==> config.mk <==
export PLATFORM = sky130hd
export DESIGN_NAME = sprite_blitter
export DESIGN_NICKNAME = d
export VERILOG_FILES = /design/src/rtl/sprite_blitter_pkg.sv /design/src/rtl/sprite_addr_gen.sv /design/src/rtl/sprite_blitter.sv
export SDC_FILE = /design/constraint.sdc
export NUM_CORES = 1
export LEC_CHECK = 0
export ABC_AREA = 1
export BUFFER_PORTS_ARGS = -buffer_cell sky130_fd_sc_hd__buf_2
export CORE_ASPECT_RATIO = 1.2
export CORE_UTILIZATION = 58
export DETAILED_ROUTE_END_ITERATION = 8
export PLACE_DENSITY = 0.8
export SLEW_MARGIN = 20
export SYNTH_ARGS = -nofsm -noshare
export SYNTH_HDL_FRONTEND = slang
export SYNTH_SLANG_ARGS = --single-unit
==> constraint.sdc <==
create_clock -name clock -period 2.2 [get_ports clock]
set_input_delay 0.22 -clock clock [delete_from_list [all_inputs] [get_ports clock]]
set_output_delay 0.22 -clock clock [all_outputs]
set_load 0.02 [all_outputs]
==> src/rtl/sprite_blitter_pkg.sv <==
// Shared types and widths for the sprite blitter: FSM states, screen defaults,
// coordinate and ROM address widths.
package sprite_blitter_pkg;

    localparam int SCREEN_W_DEF = 160;
    localparam int SCREEN_H_DEF = 120;
    localparam int X_W          = 8;
    localparam int Y_W          = 7;
    localparam int ADDR_W       = 15;

    typedef enum logic [1:0] {
        ST_IDLE   = 2'd0,
        ST_SCAN   = 2'd1,
        ST_DRAIN  = 2'd2,
        ST_FINISH = 2'd3
    } state_t;

endpackage

==> src/rtl/sprite_addr_gen.sv <==
// Raster-order column/row/address counters for the sprite ROM walk.
// The address is advanced incrementally so no multiplier is needed.
module sprite_addr_gen
    import sprite_blitter_pkg::*;
#(
    parameter int SPR_W = SCREEN_W_DEF,
    parameter int SPR_H = SCREEN_H_DEF
) (
    input  logic              clock,
    input  logic              resetn,
    input  logic              i_clear,
    input  logic              i_step,
    output logic [X_W-1:0]    o_col,
    output logic [Y_W-1:0]    o_row,
    output logic [ADDR_W-1:0] o_addr,
    output logic              o_last
);

    logic [X_W-1:0]    r_col;
    logic [Y_W-1:0]    r_row;
    logic [ADDR_W-1:0] r_addr;
    logic              w_col_end;

    assign w_col_end = (r_col == X_W'(SPR_W - 1));
    assign o_last    = w_col_end && (r_row == Y_W'(SPR_H - 1));
    assign o_col     = r_col;
    assign o_row     = r_row;
    assign o_addr    = r_addr;

    always_ff @(posedge clock or negedge resetn) begin
        if (!resetn) begin
            r_col  <= '0;
            r_row  <= '0;
            r_addr <= '0;
        end else if (i_clear) begin
            r_col  <= '0;
            r_row  <= '0;
            r_addr <= '0;
        end else if (i_step) begin
            r_addr <= r_addr + 1'b1;
            if (w_col_end) begin
                r_col <= '0;
                r_row <= r_row + 1'b1;
            end else begin
                r_col <= r_col + 1'b1;
            end
        end
    end

endmodule

==> src/rtl/sprite_blitter.sv <==
// Copies a sprite from ROM to the vga_adapter pixel port at one pixel per cycle,
// with clipping, optional transparency key and abort.
module sprite_blitter
    import sprite_blitter_pkg::*;
#(
    parameter int              SCREEN_W   = SCREEN_W_DEF,
    parameter int              SCREEN_H   = SCREEN_H_DEF,
    parameter int              SPR_W      = SCREEN_W_DEF,
    parameter int              SPR_H      = SCREEN_H_DEF,
    parameter int              PIX_W      = 1,
    parameter int              ROM_LAT    = 1,
    parameter logic [2:0]      FG_COLOUR  = 3'b000,
    parameter logic [2:0]      BG_COLOUR  = 3'b010,
    parameter bit              TRANSP_EN  = 1'b0,
    parameter logic [PIX_W-1:0] TRANSP_KEY = '0
) (
    input  logic              clock,
    input  logic              resetn,
    input  logic              start,
    input  logic              abort,
    input  logic [X_W-1:0]    x0,
    input  logic [Y_W-1:0]    y0,
    output logic [ADDR_W-1:0] rom_addr,
    input  logic [PIX_W-1:0]  rom_q,
    output logic [X_W-1:0]    x,
    output logic [Y_W-1:0]    y,
    output logic [2:0]        colour,
    output logic              plot,
    output logic              busy,
    output logic              done
);

    localparam logic [X_W:0] SCR_W_L = SCREEN_W[X_W:0];
    localparam logic [Y_W:0] SCR_H_L = SCREEN_H[Y_W:0];

    state_t            r_state;
    logic              r_busy;
    logic              r_done;
    logic [2:0]        r_drain;
    logic [X_W-1:0]    r_x0;
    logic [Y_W-1:0]    r_y0;
    logic [ROM_LAT:0]  r_vld_pipe;
    logic [X_W-1:0]    r_col_d [1:ROM_LAT];
    logic [Y_W-1:0]    r_row_d [1:ROM_LAT];
    logic [X_W-1:0]    r_x;
    logic [Y_W-1:0]    r_y;
    logic [2:0]        r_colour;
    logic              r_plot;

    logic [X_W-1:0]    w_col;
    logic [Y_W-1:0]    w_row;
    logic              w_last;
    logic              w_accept;
    logic              w_step;
    logic              w_flush;
    logic [X_W:0]      w_x_sum;
    logic [Y_W:0]      w_y_sum;
    logic              w_transp;
    logic [2:0]        w_colour;

    assign w_accept = (r_state == ST_IDLE) && start && !abort;
    assign w_step   = (r_state == ST_SCAN) && !abort && !w_last;
    assign w_flush  = abort && ((r_state == ST_SCAN) || (r_state == ST_DRAIN));

    sprite_addr_gen #(
        .SPR_W (SPR_W),
        .SPR_H (SPR_H)
    ) u_addr_gen (
        .clock   (clock),
        .resetn  (resetn),
        .i_clear (w_accept),
        .i_step  (w_step),
        .o_col   (w_col),
        .o_row   (w_row),
        .o_addr  (rom_addr),
        .o_last  (w_last)
    );

    // r_vld_pipe[0] marks rom_addr as a live request; bit k follows it k cycles later.
    always_ff @(posedge clock or negedge resetn) begin
        if (!resetn) begin
            r_state    <= ST_IDLE;
            r_busy     <= 1'b0;
            r_done     <= 1'b0;
            r_drain    <= '0;
            r_x0       <= '0;
            r_y0       <= '0;
            r_vld_pipe <= '0;
        end else begin
            r_done                <= 1'b0;
            r_vld_pipe[ROM_LAT:1] <= r_vld_pipe[ROM_LAT-1:0];
            case (r_state)
                ST_IDLE: begin
                    if (w_accept) begin
                        r_state       <= ST_SCAN;
                        r_busy        <= 1'b1;
                        r_vld_pipe[0] <= 1'b1;
                        r_x0          <= x0;
                        r_y0          <= y0;
                    end
                end
                ST_SCAN: begin
                    if (abort) begin
                        r_state    <= ST_IDLE;
                        r_busy     <= 1'b0;
                        r_vld_pipe <= '0;
                    end else if (w_last) begin
                        r_state       <= ST_DRAIN;
                        r_vld_pipe[0] <= 1'b0;
                        r_drain       <= '0;
                    end
                end
                ST_DRAIN: begin
                    if (abort) begin
                        r_state    <= ST_IDLE;
                        r_busy     <= 1'b0;
                        r_vld_pipe <= '0;
                    end else if (r_drain == 3'(ROM_LAT)) begin
                        r_state <= ST_FINISH;
                        r_done  <= 1'b1;
                        r_busy  <= 1'b0;
                    end else begin
                        r_drain <= r_drain + 1'b1;
                    end
                end
                ST_FINISH: r_state <= ST_IDLE;
                default:   r_state <= ST_IDLE;
            endcase
        end
    end

    always_ff @(posedge clock or negedge resetn) begin
        if (!resetn) begin
            for (int i = 1; i <= ROM_LAT; i++) begin
                r_col_d[i] <= '0;
                r_row_d[i] <= '0;
            end
        end else begin
            r_col_d[1] <= w_col;
            r_row_d[1] <= w_row;
            for (int i = 2; i <= ROM_LAT; i++) begin
                r_col_d[i] <= r_col_d[i-1];
                r_row_d[i] <= r_row_d[i-1];
            end
        end
    end

    // Sums are one bit wider so off-screen pixels clip instead of wrapping.
    assign w_x_sum  = {1'b0, r_x0} + {1'b0, r_col_d[ROM_LAT]};
    assign w_y_sum  = {1'b0, r_y0} + {1'b0, r_row_d[ROM_LAT]};
    assign w_transp = TRANSP_EN && (rom_q == TRANSP_KEY);

    if (PIX_W == 1) begin : g_mono
        assign w_colour = rom_q[0] ? FG_COLOUR : BG_COLOUR;
    end else begin : g_rgb
        assign w_colour = rom_q[2:0];
    end

    always_ff @(posedge clock or negedge resetn) begin
        if (!resetn) begin
            r_x      <= '0;
            r_y      <= '0;
            r_colour <= 3'b000;
            r_plot   <= 1'b0;
        end else if (w_flush) begin
            r_plot <= 1'b0;
        end else begin
            r_plot <= r_vld_pipe[ROM_LAT] && (w_x_sum < SCR_W_L) &&
                      (w_y_sum < SCR_H_L) && !w_transp;
            if (r_vld_pipe[ROM_LAT]) begin
                r_x      <= w_x_sum[X_W-1:0];
                r_y      <= w_y_sum[Y_W-1:0];
                r_colour <= w_colour;
            end
        end
    end

    assign x      = r_x;
    assign y      = r_y;
    assign colour = r_colour;
    assign plot   = r_plot;
    assign busy   = r_busy;
    assign done   = r_done;

endmodule

==> results.toml <==
[global_routing]
grt_overflow = 0
antenna_found_initial = 0
grt_pass1_vias = 3585
grt_max_degree = 65
grtUsageTotal_pct = 24.9
grt_pass1_wl_mm = 15.2

[clock_tree]
cts.path.max_buffers = 2
clkLatencyLatePin_ps = 360
cts.sinks = 86
htree_levels = 3
cts_root_buffer = "clkbuf_8"
cts_made_buffers = 9
cts_tree = "built"
clkTransAtPathRegs_ps = 90

[timing]
rsz0062_at_grt = "no"
hold_viol_final = 0
finalCritPeriodShare_pct = 92.5
fin_skew_ps = 7.86
setup_viol = 0
fmax_mhz = 491
hold_ws_ps = 49.6
final_max_slew_viol_count = 0
tns_ps = 0
timing.final.crit_period_ps = 2040

[detailed_routing]
dr.pass1.iters = 4
ant_nets = 0
drcViolationCount = 0
wirelength_mm = 8.87
viasPerCell = 5.33
vias = 3601
drtIter0Drc = 218
wl_per_cell_microns = 13.1

[finish]
syn_to_final_growth_pct = 13.3
multiInputGateArea_sq_um = 1970
nets = 626
diodes = 0
final_common_cell = "nand2_1"
layout_common_cells = "nand2_1, dfrtp_1, buf_2"
seqCellArea_sq_um = 2150
drive_gt1_share_pct = 15.2
n_fill_cell = 568

[power]
ir_drop_mv = 0.808
powerDensity_nw_per_um2 = 1330
leakagePower_uw = 0.00256

[placement]
gp_routability_congestion = 0.900
hpwl_mm = 6.39
io_buffer_count = 53

[worst_setup_path]
cp-start-kind = "flip-flop"
slowest_delay_ps = 400
crit_chain = "ha_1, inv_1, fa_1, o21ai_0, nand2_1, nand3b_1, nand2_1, a21oi_1, nor2_1"
r2r_cells = 9
crit_top_cell = "nand2_1"
reg2reg_to = "plot$_DFF_PN0_"
cp_max_fo = 3
critPathTopFamily = "adder cells"
worst-setup-path-type = "reg -> reg"
crit_slowest_cell = "fa_1"
end_kind = "flip-flop"
worstPathBufferInverterCount = 1
critPathArrivalTime_ps = 2280
reg2reg_slack_ps = 160
reg2reg_from = "r_x0[0]$_DFFE_PN0P_"
required_ps = 2450

[synth]
synth-xor-area-share_pct = 2.60
ys_ff_latch = 86
syn_inst = 522
yosys.area_share.simple_pct = 25.7
yosysSeqAreaShare_pct = 49.1
synthArstFlopShare_pct = 100
synth_compound_area_share_pct = 8.65
syn-cell-area_sq_um = 4380
synth_edf_count = 0
yosys_warnings = 0
synth_top_area_cell = "dfrtp_1"
synth-main-ff-cell = "dfrtp_1"
ys_types = 33
synth_top_area_share_pct = 49.1
syn_avg_cell_area_sq_um = 8.39
synth.area.mux_share_pct = 0
synth.area.top_cells = "dfrtp_1, nand2_1, ha_1, inv_1, o21ai_0"
synth_fa_ha_area_share_pct = 7.77
synth_top_family_by_area = "simple AND/OR/NAND/NOR gates"

[worst_hold_path]
hold_end = "colour[1]$_DFFE_PN0P_"
hold_path_class = "in -> reg"
hold_start = "rom_q"
min_path_cells = 2

[floorplan]
die_h_microns = 97.2
die_w_microns = 81.3
ios = 56
start_util_pct = 60.2
dieArea_sq_um = 7910
num_rows = 34
core_sq_um = 7270

[job]
drv_cap = 0

[status]
outcome = "finished, final reports clean"
-- worst max path at each step --
stage | start | cells after the start | endpoint
final | r_x0[0]$_DFFE_PN0P_ | 9 | plot$_DFF_PN0_
after global routing | r_x0[0]$_DFFE_PN0P_ | 11 | plot$_DFF_PN0_
after CTS | r_x0[0]$_DFFE_PN0P_ | 9 | plot$_DFF_PN0_
after detailed placement | r_x0[0]$_DFFE_PN0P_ | 9 | plot$_DFF_PN0_
after global placement | r_state[1]$_DFFE_PN0P_ | 9 | u_addr_gen.o_col[2]$_DFFE_PN0P_
after floorplan | r_x0[0]$_DFFE_PN0P_ | 9 | plot$_DFF_PN0_
-- timing repair --
action                                 CTS  global route
hold buffers                             1             0
gates resized for setup                  0             0
endpoints found under the hold margin   22             0
buffers inserted                         0             0
-- power by group --
| part | internal, uW | total, uW | switching, uW |
|---|---|---|---|
| Sequential | 2150 | 2550 | 402 |
| Combinational | 1030 | 2840 | 1810 |
| Clock | 644 | 1230 | 583 |
-- synth_stat cells, drive strengths merged, types with 3 or more instances --
library cell	n
nand3	27
nand2	164
clkbuf	6
ha	24
xor2	10
clkinv	3
inv	48
o21ai	42
nand3b	4
nor2	39
xnor2	3
a21oi	18
nand4	12
a31oi	3
nor3	14
o21a	5
buf	6
dfrtp	86
-- cell type report --
| type | count | share of cell area (%) |
|---|---|---|
| sequential | 86 | 43.3 |
| clock buffer | 9 | 2.49 |
| inverter | 51 | 3.88 |
| tap | 90 | 2.27 |
| timing repair buffer | 58 | 6.45 |
| clock inverter | 7 | 1.92 |
| multi-input combinational | 374 | 39.6 |
-- layer usage --
layer | GRT usage, % | wire length [microns] | vias up
met3 | 4.23 | 350 | 22
li1 | - | - | 1805
met4 | 11.8 | 255 | 0
met1 | 30.4 | 3870 | 1678
met2 | 41.6 | 4400 | 96
met5 | 0 | 0 | -
-- state kept, by name, summed over array words and instances, names as in the netlist --
name and cells:
u_addr_gen.o_addr 15, r_col_d 8, r_x0 8, u_addr_gen.o_col 8
x 8, r_row_d 7, r_y0 7, u_addr_gen.o_row 7
y 7, r_drain 3, r_state 2, r_vld_pipe 2
busy 1, colour 1, done 1, plot 1
-- through the flow --
stage                     utilization [%]  instances  worst slack (ps)  area (sq um)  total power [uW]
after floorplan                         -        523               480          4390              4660
after global placement               65.1        658               379          4740              5290
after detailed placement             65.1        658               294          4740              5410
after CTS                            68.2        675               176          4960              6660
after global routing                 68.2        675              33.8          4960              7190
final                                68.2        675               164          4960              6620
-- kinds of logic after synthesis --
logic type,count (synthesis)
flip-flops,86
adder cells (fa/ha/maj),26
AO/OA/AOI/OAI,71
AND/OR/NAND/NOR,262
other,1
buffers and inverters,63
XOR/XNOR,13
Note: power is estimated with default switching activity, not from simulation.
